[src/rtl/board_stim_gen.sv]
// N-channel button-style stimulus generator: per-channel LEVEL/TOGGLE/PULSE
// sequences with start delay, period and event count, launched together by START.

module board_stim_ch #(
  parameter int CNT_W = 16
) (
  input  logic             clk,
  input  logic             rst_n,
  input  logic             start,
  input  logic             stop,
  input  logic             cfg_we,
  input  logic [1:0]       cfg_mode,
  input  logic [CNT_W-1:0] cfg_delay,
  input  logic [CNT_W-1:0] cfg_period,
  input  logic [CNT_W-1:0] cfg_count,
  output logic             stim,
  output logic             busy
);
  localparam logic [1:0] M_OFF    = 2'd0;
  localparam logic [1:0] M_LEVEL  = 2'd1;
  localparam logic [1:0] M_TOGGLE = 2'd2;
  localparam logic [1:0] M_PULSE  = 2'd3;

  typedef enum logic [1:0] {S_IDLE, S_WAIT, S_ACTIVE, S_FIN} state_e;

  typedef struct packed {
    logic [1:0]       mode;
    logic [CNT_W-1:0] delay;
    logic [CNT_W-1:0] period;
    logic [CNT_W-1:0] count;
  } cfg_t;

  cfg_t             cfg;
  state_e           state;
  logic [CNT_W-1:0] dly_cnt, per_cnt, evt_cnt;
  logic [CNT_W-1:0] reload;
  logic             evt, last_evt;

  // PERIOD=0 behaves as 1, so both reload the period counter with 0.
  assign reload   = (cfg.period == '0) ? '0 : cfg.period - 1'b1;
  assign evt      = ((state == S_WAIT) && (dly_cnt == '0)) ||
                    ((state == S_ACTIVE) && (per_cnt == '0));
  assign last_evt = (cfg.count != '0) && (evt_cnt == cfg.count - 1'b1);
  assign busy     = (state == S_WAIT) || (state == S_ACTIVE);

  always_ff @(posedge clk) begin
    if (!rst_n) begin
      state   <= S_IDLE;
      stim    <= 1'b0;
      dly_cnt <= '0;
      per_cnt <= '0;
      evt_cnt <= '0;
      cfg     <= '{mode: M_OFF, delay: '0, period: CNT_W'(1), count: '0};
    end else begin
      if (cfg_we)
        cfg <= '{mode: cfg_mode, delay: cfg_delay, period: cfg_period, count: cfg_count};
      if (stop) begin
        state <= S_IDLE;
        stim  <= 1'b0;
      end else if (start) begin
        stim    <= 1'b0;
        dly_cnt <= cfg.delay;
        evt_cnt <= '0;
        state   <= (cfg.mode == M_OFF) ? S_FIN : S_WAIT;
      end else if (evt) begin
        per_cnt <= reload;
        evt_cnt <= evt_cnt + 1'b1;
        if (cfg.mode == M_LEVEL) begin
          stim  <= 1'b1;
          state <= S_FIN;
        end else begin
          stim  <= (cfg.mode == M_TOGGLE) ? ~stim : 1'b1;
          state <= last_evt ? S_FIN : S_ACTIVE;
        end
      end else begin
        if (state == S_WAIT)   dly_cnt <= dly_cnt - 1'b1;
        if (state == S_ACTIVE) per_cnt <= per_cnt - 1'b1;
        // A pulse lasts one cycle, including the final one before FIN.
        if (cfg.mode == M_PULSE && (state == S_ACTIVE || state == S_FIN))
          stim <= 1'b0;
      end
    end
  end
endmodule

module board_stim_gen #(
  parameter int N_CH  = 4,
  parameter int CNT_W = 16,
  parameter int CH_W  = 2
) (
  input  logic             CLK,
  input  logic             RST_N,
  input  logic             START,
  input  logic             STOP,
  input  logic             CFG_WE,
  input  logic [CH_W-1:0]  CFG_CH,
  input  logic [1:0]       CFG_MODE,
  input  logic [CNT_W-1:0] CFG_DELAY,
  input  logic [CNT_W-1:0] CFG_PERIOD,
  input  logic [CNT_W-1:0] CFG_COUNT,
  output logic [N_CH-1:0]  STIM_OUT,
  output logic             BUSY,
  output logic             DONE
);
  logic [N_CH-1:0] ch_we, ch_busy;
  logic            start_go, busy_d;

  assign BUSY     = |ch_busy;
  assign start_go = START && !STOP && !BUSY;

  for (genvar i = 0; i < N_CH; i++) begin : g_we
    assign ch_we[i] = CFG_WE && !BUSY && (CFG_CH == CH_W'(i));
  end

  board_stim_ch #(.CNT_W(CNT_W)) u_ch [N_CH-1:0] (
    .clk        (CLK),
    .rst_n      (RST_N),
    .start      (start_go),
    .stop       (STOP),
    .cfg_we     (ch_we),
    .cfg_mode   (CFG_MODE),
    .cfg_delay  (CFG_DELAY),
    .cfg_period (CFG_PERIOD),
    .cfg_count  (CFG_COUNT),
    .stim       (STIM_OUT),
    .busy       (ch_busy)
  );

  // STOP clears the busy history so an abort never looks like a completion.
  always_ff @(posedge CLK) begin
    if (!RST_N) begin
      busy_d <= 1'b0;
      DONE   <= 1'b0;
    end else begin
      busy_d <= STOP ? 1'b0 : BUSY;
      DONE   <= busy_d && !BUSY;
    end
  end
endmodule
[config.mk]
export PLATFORM = sky130hd
export DESIGN_NAME = board_stim_gen
export DESIGN_NICKNAME = d
export VERILOG_FILES = /design/src/rtl/board_stim_gen.sv
export SDC_FILE = /design/constraint.sdc
export NUM_CORES = 1
export LEC_CHECK = 0
export ABC_AREA = 0
export CAP_MARGIN = 30
export CORE_ASPECT_RATIO = 0.9
export CORE_MARGIN = 2
export CORE_UTILIZATION = 60
export CTS_CLUSTER_SIZE = 8
export DETAILED_ROUTE_END_ITERATION = 10
export GPL_ROUTABILITY_DRIVEN = 1
export PLACE_DENSITY = 0.88
export SYNTH_ARGS = -nofsm -noshare
export SYNTH_HDL_FRONTEND = slang
export SYNTH_SLANG_ARGS = --single-unit
[constraint.sdc]
create_clock -name CLK -period 3.7 [get_ports CLK]
set_input_delay 0.925 -clock CLK [delete_from_list [all_inputs] [get_ports CLK]]
set_output_delay 0.925 -clock CLK [all_outputs]
set_load 0.01 [all_outputs]
# Word level (Yosys, flattened, before mapping)
# Index checks and enable logic that the tools add are counted.
# word_totals
reg_bits,406
in_bits,57
# op_classes
n_eq_ne,35
mux,68
reduce_logical,90
add_sub_neg,20
bitwise,7
# ops
cell,count
$mux 16,32
$sub 16x1->16 const B,16
$logic_not 16->1,12
$add 16x1->16 const B,4
$eq 16x16->1,4
$reduce_bool 16->1,4
$eq 2x2->1 const B,18
$mux 2,16
$reduce_bool 2->1,16
$logic_and 1x1->1,24
$reduce_and 3->1,8
$mux 1,20
$eq 2x1->1 const B,9
$logic_or 1x1->1,12
$logic_not 2->1,5
$ne 2x2->1 const B,4
$reduce_and 2->1,4
$not 1->1,7
$reduce_or 4->1,1
$reduce_or 3->1,1
$logic_not 1->1,2
$reduce_or 2->1,1

# Logic depth before layout (Yosys ltp)
# logic_depth
word_depth,7
mapped_depth,11

# Cells and area by module
# A second synthesis with hierarchy kept.
# hier_totals
cells_unflattened,2801
hier_area_um2,23532.6
# by_module_without_submodules
mod,area_per_inst_um2,seq_area_each_um2,cells_each,n_inst
board_stim_ch (u_ch[2] ...),5875.6,2021.9,692,2
board_stim_ch (u_ch[0] ...),5819.3,2021.9,702,2
board_stim_gen,142.6,40.0,13,1

# Worst setup path after synthesis
# OpenSTA, ideal clock, no wires.
# synth_timing
path_type,register to register
startpoint,register u_ch[2].per_cnt[0]
endpoint,register u_ch[2].evt_cnt[13]
t_required_ns,3.572
arrival_ns,2.477
path_stages_with_launch,11
path_slack_ns,1.096
setup_time_ns,0.128
path_buffers,2
cell_sequence,dfxtp_1 -> inv_1 -> ha_1 -> or4b_1 -> or3_1 -> clkbuf_1 -> o22a_1 -> buf_4 -> a2111oi_2 -> xnor2_1 -> nor2_1
# synth_between
elab_chain_len,5
# synth_rtl
element,line_no,source
"start, declared",35,"logic [CNT_W-1:0] dly_cnt, per_cnt, evt_cnt;"
"start signal, assigned",66,per_cnt <= reload;
"start signal, assigned",77,if (state == S_ACTIVE) per_cnt <= per_cnt - 1'b1;
$logic_not 16->1,42,((state == S_ACTIVE) && (per_cnt == '0));
$logic_and 1x1->1,42,
$logic_or 1x1->1,41,assign evt = ((state == S_WAIT) && (dly_cnt == '0)) ||
$reduce_bool 2->1 (no line),--,
$reduce_and 2->1 (no line),--,
"end signal, assigned",67,evt_cnt <= evt_cnt + 1'b1;
"end, declared",35,
# Every way passes these cells.
# A chain may end at the register's enable or synchronous reset.

# Worst setup path in the final report
# layout_timing
startpoint,register u_ch[3].state[0]
endpoint,output BUSY
# layout_between
elab_chain_len,3
elab_cells_between_ends,4
cone_classes,eq/ne (2); reduce/logical (2)
# layout_rtl
element,line_no,source
"start, declared",34,state_e state;
"start signal, assigned",64,state <= (cfg.mode == M_OFF) ? S_FIN : S_WAIT;
"start signal, assigned",73,state <= last_evt ? S_FIN : S_ACTIVE;
$eq 2x1->1 or $eq 2x2->1 (tied branches),44,assign busy = (state == S_WAIT) || (state == S_ACTIVE);
$logic_or 1x1->1 (*),44,
$reduce_or 4->1 (*),108,assign BUSY = |ch_busy;
"end, declared",102,"output logic BUSY,"
# Mark *: on every way between the ends. The rest lies on a longest branch, timed or not.

==> summary.md <==
| Metric | Value |
|---|---|
| Nets@finish | 3054 |
| WP data required | roughly 2.8 ns |
| Initial Util | between 60 and 70% |
| RSZ-0062 raised after global routing | false |
| Ys Warns | 0 |
| Largest net degree at the start of global routing | about 90 |
| Kind of critical path | reg -> out |
| Critical Path End | BUSY |
| Io pins | 63 |
| Total GRT Usage | 34.56% |
| Ys async rst share | 0% |
| Reg2reg start | u_ch[2].per_cnt[0]$_SDFFE_PN0P_ |
| Final Cycle Share | 92.20% |
| Final RePlAce weighted congestion | 0.9712 |
| Setup_tns | 0 ns |
| Post-Route Utilization | about two thirds |
| Chip height | around 190 um |
| Multi-input gate area | approximately 0.013 mm2 |
| Achievable Freq | 293.1 MHz |
| Non-filler cells, final | about 3400 |
| Slew Viols, Final | 0 |
| Fill cells | around 3000 |
| Post-CTS Setup Inserts | 0 |
| Starting DRT DRC Count | roughly 2800 |
| Antenna violations before repair | 2 |
| Die W | between 200 and 250 um |
| Core box area | 0.03642 mm2 |
| Layout Skew | roughly 0.013 ns |
| Synth Instances | about 3000 |
| Die area | between 0.03 and 0.04 mm2 |
| CP Max Fanout | 7 |
| Dpl hpwl | 48.46 mm |
| Netlist cell types | 91 |
| H-tree Lvls | 2 |
| FF-to-FF End | u_ch[2].per_cnt[7]$_SDFFE_PN0P_ |
| Hold Slack | roughly 0.45 ns |
| Post-CTS Resized | 0 |
| Status | finished clean |
| R2r setup slk | roughly 0.54 ns |
| Least-Margin Pin Slew | 1.104 ns |
| Vias per inst | around 6.6 |
| Crit-path max cell delay | ~0.52 ns |
| Seq/Total Area, Yosys | 36.43% |
| Beginning of the worst hold path | u_ch[1].cfg[34]$_SDFFE_PN0P_ |
| Cells after DPL | roughly 3400 |
| Reg area | approximately 0.0081 mm2 |
| Clock tree buffer depth | 3 |
| Worst-path cell chain | inv_1 -> ha_1 -> and4_1 -> buf_4 -> inv_1 -> clkdlybuf4s50_1 |
| Area Overhead vs Synth | 11.37% |
| Post-CTS Hold Fix Bufs | 0 |
| Max_cap viols | 0 |
| Site row count | 66 |
| Sink Count | between 400 and 500 |
| Min Tclk post-route | about 3.4 ns |
| Pre-antenna DRT Iters | 6 |
| Most used DFF post-synth | dfxtp_1 |
| Final setup fails | 0 |
| Total gr overflow | 0 |
| First-pass GRT wire length | 111.1 mm |
| P per Cell Area | 504.8 mW/mm2 |
| Clock transition at path regs | ~0.06 ns |
| Synthesized area | ~0.022 mm2 |
| Share of cells above drive strength 1 | under 10% |
| Crit-path most repeated cell | inv_1 |
| Remaining antenna violation count | 0 |
| # DRC | 0 |
| Hold Crit Class | reg -> reg |
| Post-synthesis net count | 3055 |
| Startpoint Class | flip-flop |
| Worst path arrival time | ~2.5 ns |
| CTS tree | built |
| CTS root buf | clkbuf_16 |
| Relative slew margins | 25.69% |
| Number of global-route vias before repair | roughly 21000 |
| Routed vias | 22838 |
| Worst Setup End Kind | output pin |
| Number of synthesized flops with an enable pin | 0 |
| Dpl ws | 0.4527 ns |
| Worst skew pair latency | 0.58 ns |
| Routed WL per cell | between 20 and 25 um |
| Syn avg cell area | around 7.5 um2 |
| Max VDD drop | between 0.0004 and 0.0005 V |
| Setup crit start | u_ch[3].state[0]$_SDFFE_PP0N_ |
| Slowest cell on the critical path | clkdlybuf4s50_1 |
| Synthesized flop and latch total | 406 |
| Final hold vios | 0 |
| Final WL | 69.71 mm |
| R2R depth | 9 |
| IO Port Bufs | 62 |
| Post-layout worst setup margin | between 0.2 and 0.3 ns |
| P_leak | 0.008754 uW |
| Num CTS Buffers | between 50 and 60 |
==> layout make-up <==
| type | count | share of cell area [%] |
|---|---|---|
| Sequential cell | 406 | 32.71 |
| Antenna cell | 2 | 0.02014 |
| Tap cell | 476 | 2.397 |
| Multi-Input combinational cell | 2301 | 53.23 |
| Inverter | 69 | 1.073 |
| Clock buffer | 59 | 5.771 |
| Timing Repair Buffer | 127 | 4.794 |
==> synthesized netlist by cell type (7+ instances only) <==
cell type,number,area share (%)
a2111oi_0,8,0.31
a211oi_1,32,1.1
a21oi_1,337,7.6
a222oi_1,7,0.31
a22oi_1,16,0.54
a31oi_1,32,0.90
a32o_1,9,0.40
a32oi_1,9,0.35
and2_1,20,0.56
and3_1,25,0.70
and4_1,13,0.51
buf_1,7,0.12
buf_2,8,0.18
clkbuf_1,163,2.7
dfxtp_1,406,36
ha_1,36,2.0
inv_1,67,1.1
mux2i_1,12,0.54
nand2_1,534,9.0
nand2b_1,11,0.31
nand3_1,70,1.6
nand3b_1,16,0.54
nand4_1,43,1.2
nand4b_1,11,0.43
nor2_1,224,3.8
nor2b_1,20,0.56
nor3_1,135,3.0
nor3b_1,18,0.61
nor4_1,51,1.4
nor4b_1,13,0.51
o211ai_1,24,0.81
o21a_1,19,0.64
o21ai_0,150,3.4
o22ai_1,9,0.25
o311a_1,8,0.36
o311ai_0,9,0.35
o31a_1,11,0.43
o31ai_1,13,0.44
o32ai_1,8,0.31
or2_2,11,0.31
or3_1,38,1.1
or4_1,30,1.0
xnor2_1,105,4.1
xor2_1,68,2.7
==> report_power, final <==
part	internal (uW)	total, uW	switching [uW]
sequential	4590	4830	242
clock	2670	4490	1820
combinational	1180	3220	2040
==> metrics by stage <==
stage	total power [uW]	cell area [um2]
2_1_floorplan	7049	22310
3_5_place_dp	8008	23410
6_report	12540	24850
5_1_grt	13040	24850
4_1_cts	12450	24840
3_3_place_gp	7915	23410
==> how the worst min path moves through the flow <==
stage,endpoint,slack [ns],cells past startpoint
final,u_ch[1].cfg[34]$_SDFFE_PN0P_,0.45,2
after global routing,u_ch[1].cfg[34]$_SDFFE_PN0P_,0.47,2
after CTS,u_ch[1].cfg[37]$_SDFFE_PN0P_,0.45,2
after detailed placement,u_ch[1].cfg[37]$_SDFFE_PN0P_,0.45,2
after global placement,u_ch[1].cfg[36]$_SDFFE_PN0P_,0.44,2
after floorplan,u_ch[2].cfg[36]$_SDFFE_PN0P_,0.43,2
==> logic make-up after synthesis <==
kind of cell | share of synthesized area, %
AO/OA/AOI/OAI | 21.28
AND/OR/NAND/NOR | 28.17
multiplexers | 0.8413
XOR/XNOR | 6.792
buffers and inverters | 4.464
adder cells (fa/ha/maj) | 2.019
flip-flops | 36.43
==> critical path: cells and delay by family (launching register included) <==
kind,cells,cell delay [ns]
buf+inv,4,0.84
fa+ha+maj,1,0.38
simple gates,1,0.23
flops,1,0.45
==> state kept, by name (all words and copies together) (netlist names) <==
register,cells
u_ch.dly_cnt,64
u_ch.state,8
u_ch.evt_cnt,64
busy_d,1
DONE,1
u_ch.per_cnt,64
u_ch.cfg,200
u_ch.stim,4
==> placed cells by master (no fill, tap or decap), types with 38 or more instances in the layout <==
cell type	count
xnor2_1	105
o21ai_0	150
clkbuf_16	57
buf_4	58
nand3_1	69
a21oi_1	335
xor2_1	68
nor3_1	133
or3_1	38
nand2_1	533
inv_1	67
dfxtp_1	406
nand4_1	43
nor4_1	51
clkdlybuf4s50_1	61
nor2_1	223
==> routing by layer <==
layer / track usage (%) / share of wire [%]
met4: 14.67 / 4.0
met1: 45.87 / 41
met5: 0 / 0
met2: 55.62 / 45
met3: 5.910 / 9.8
Note: power is estimated with default switching activity, not from simulation.
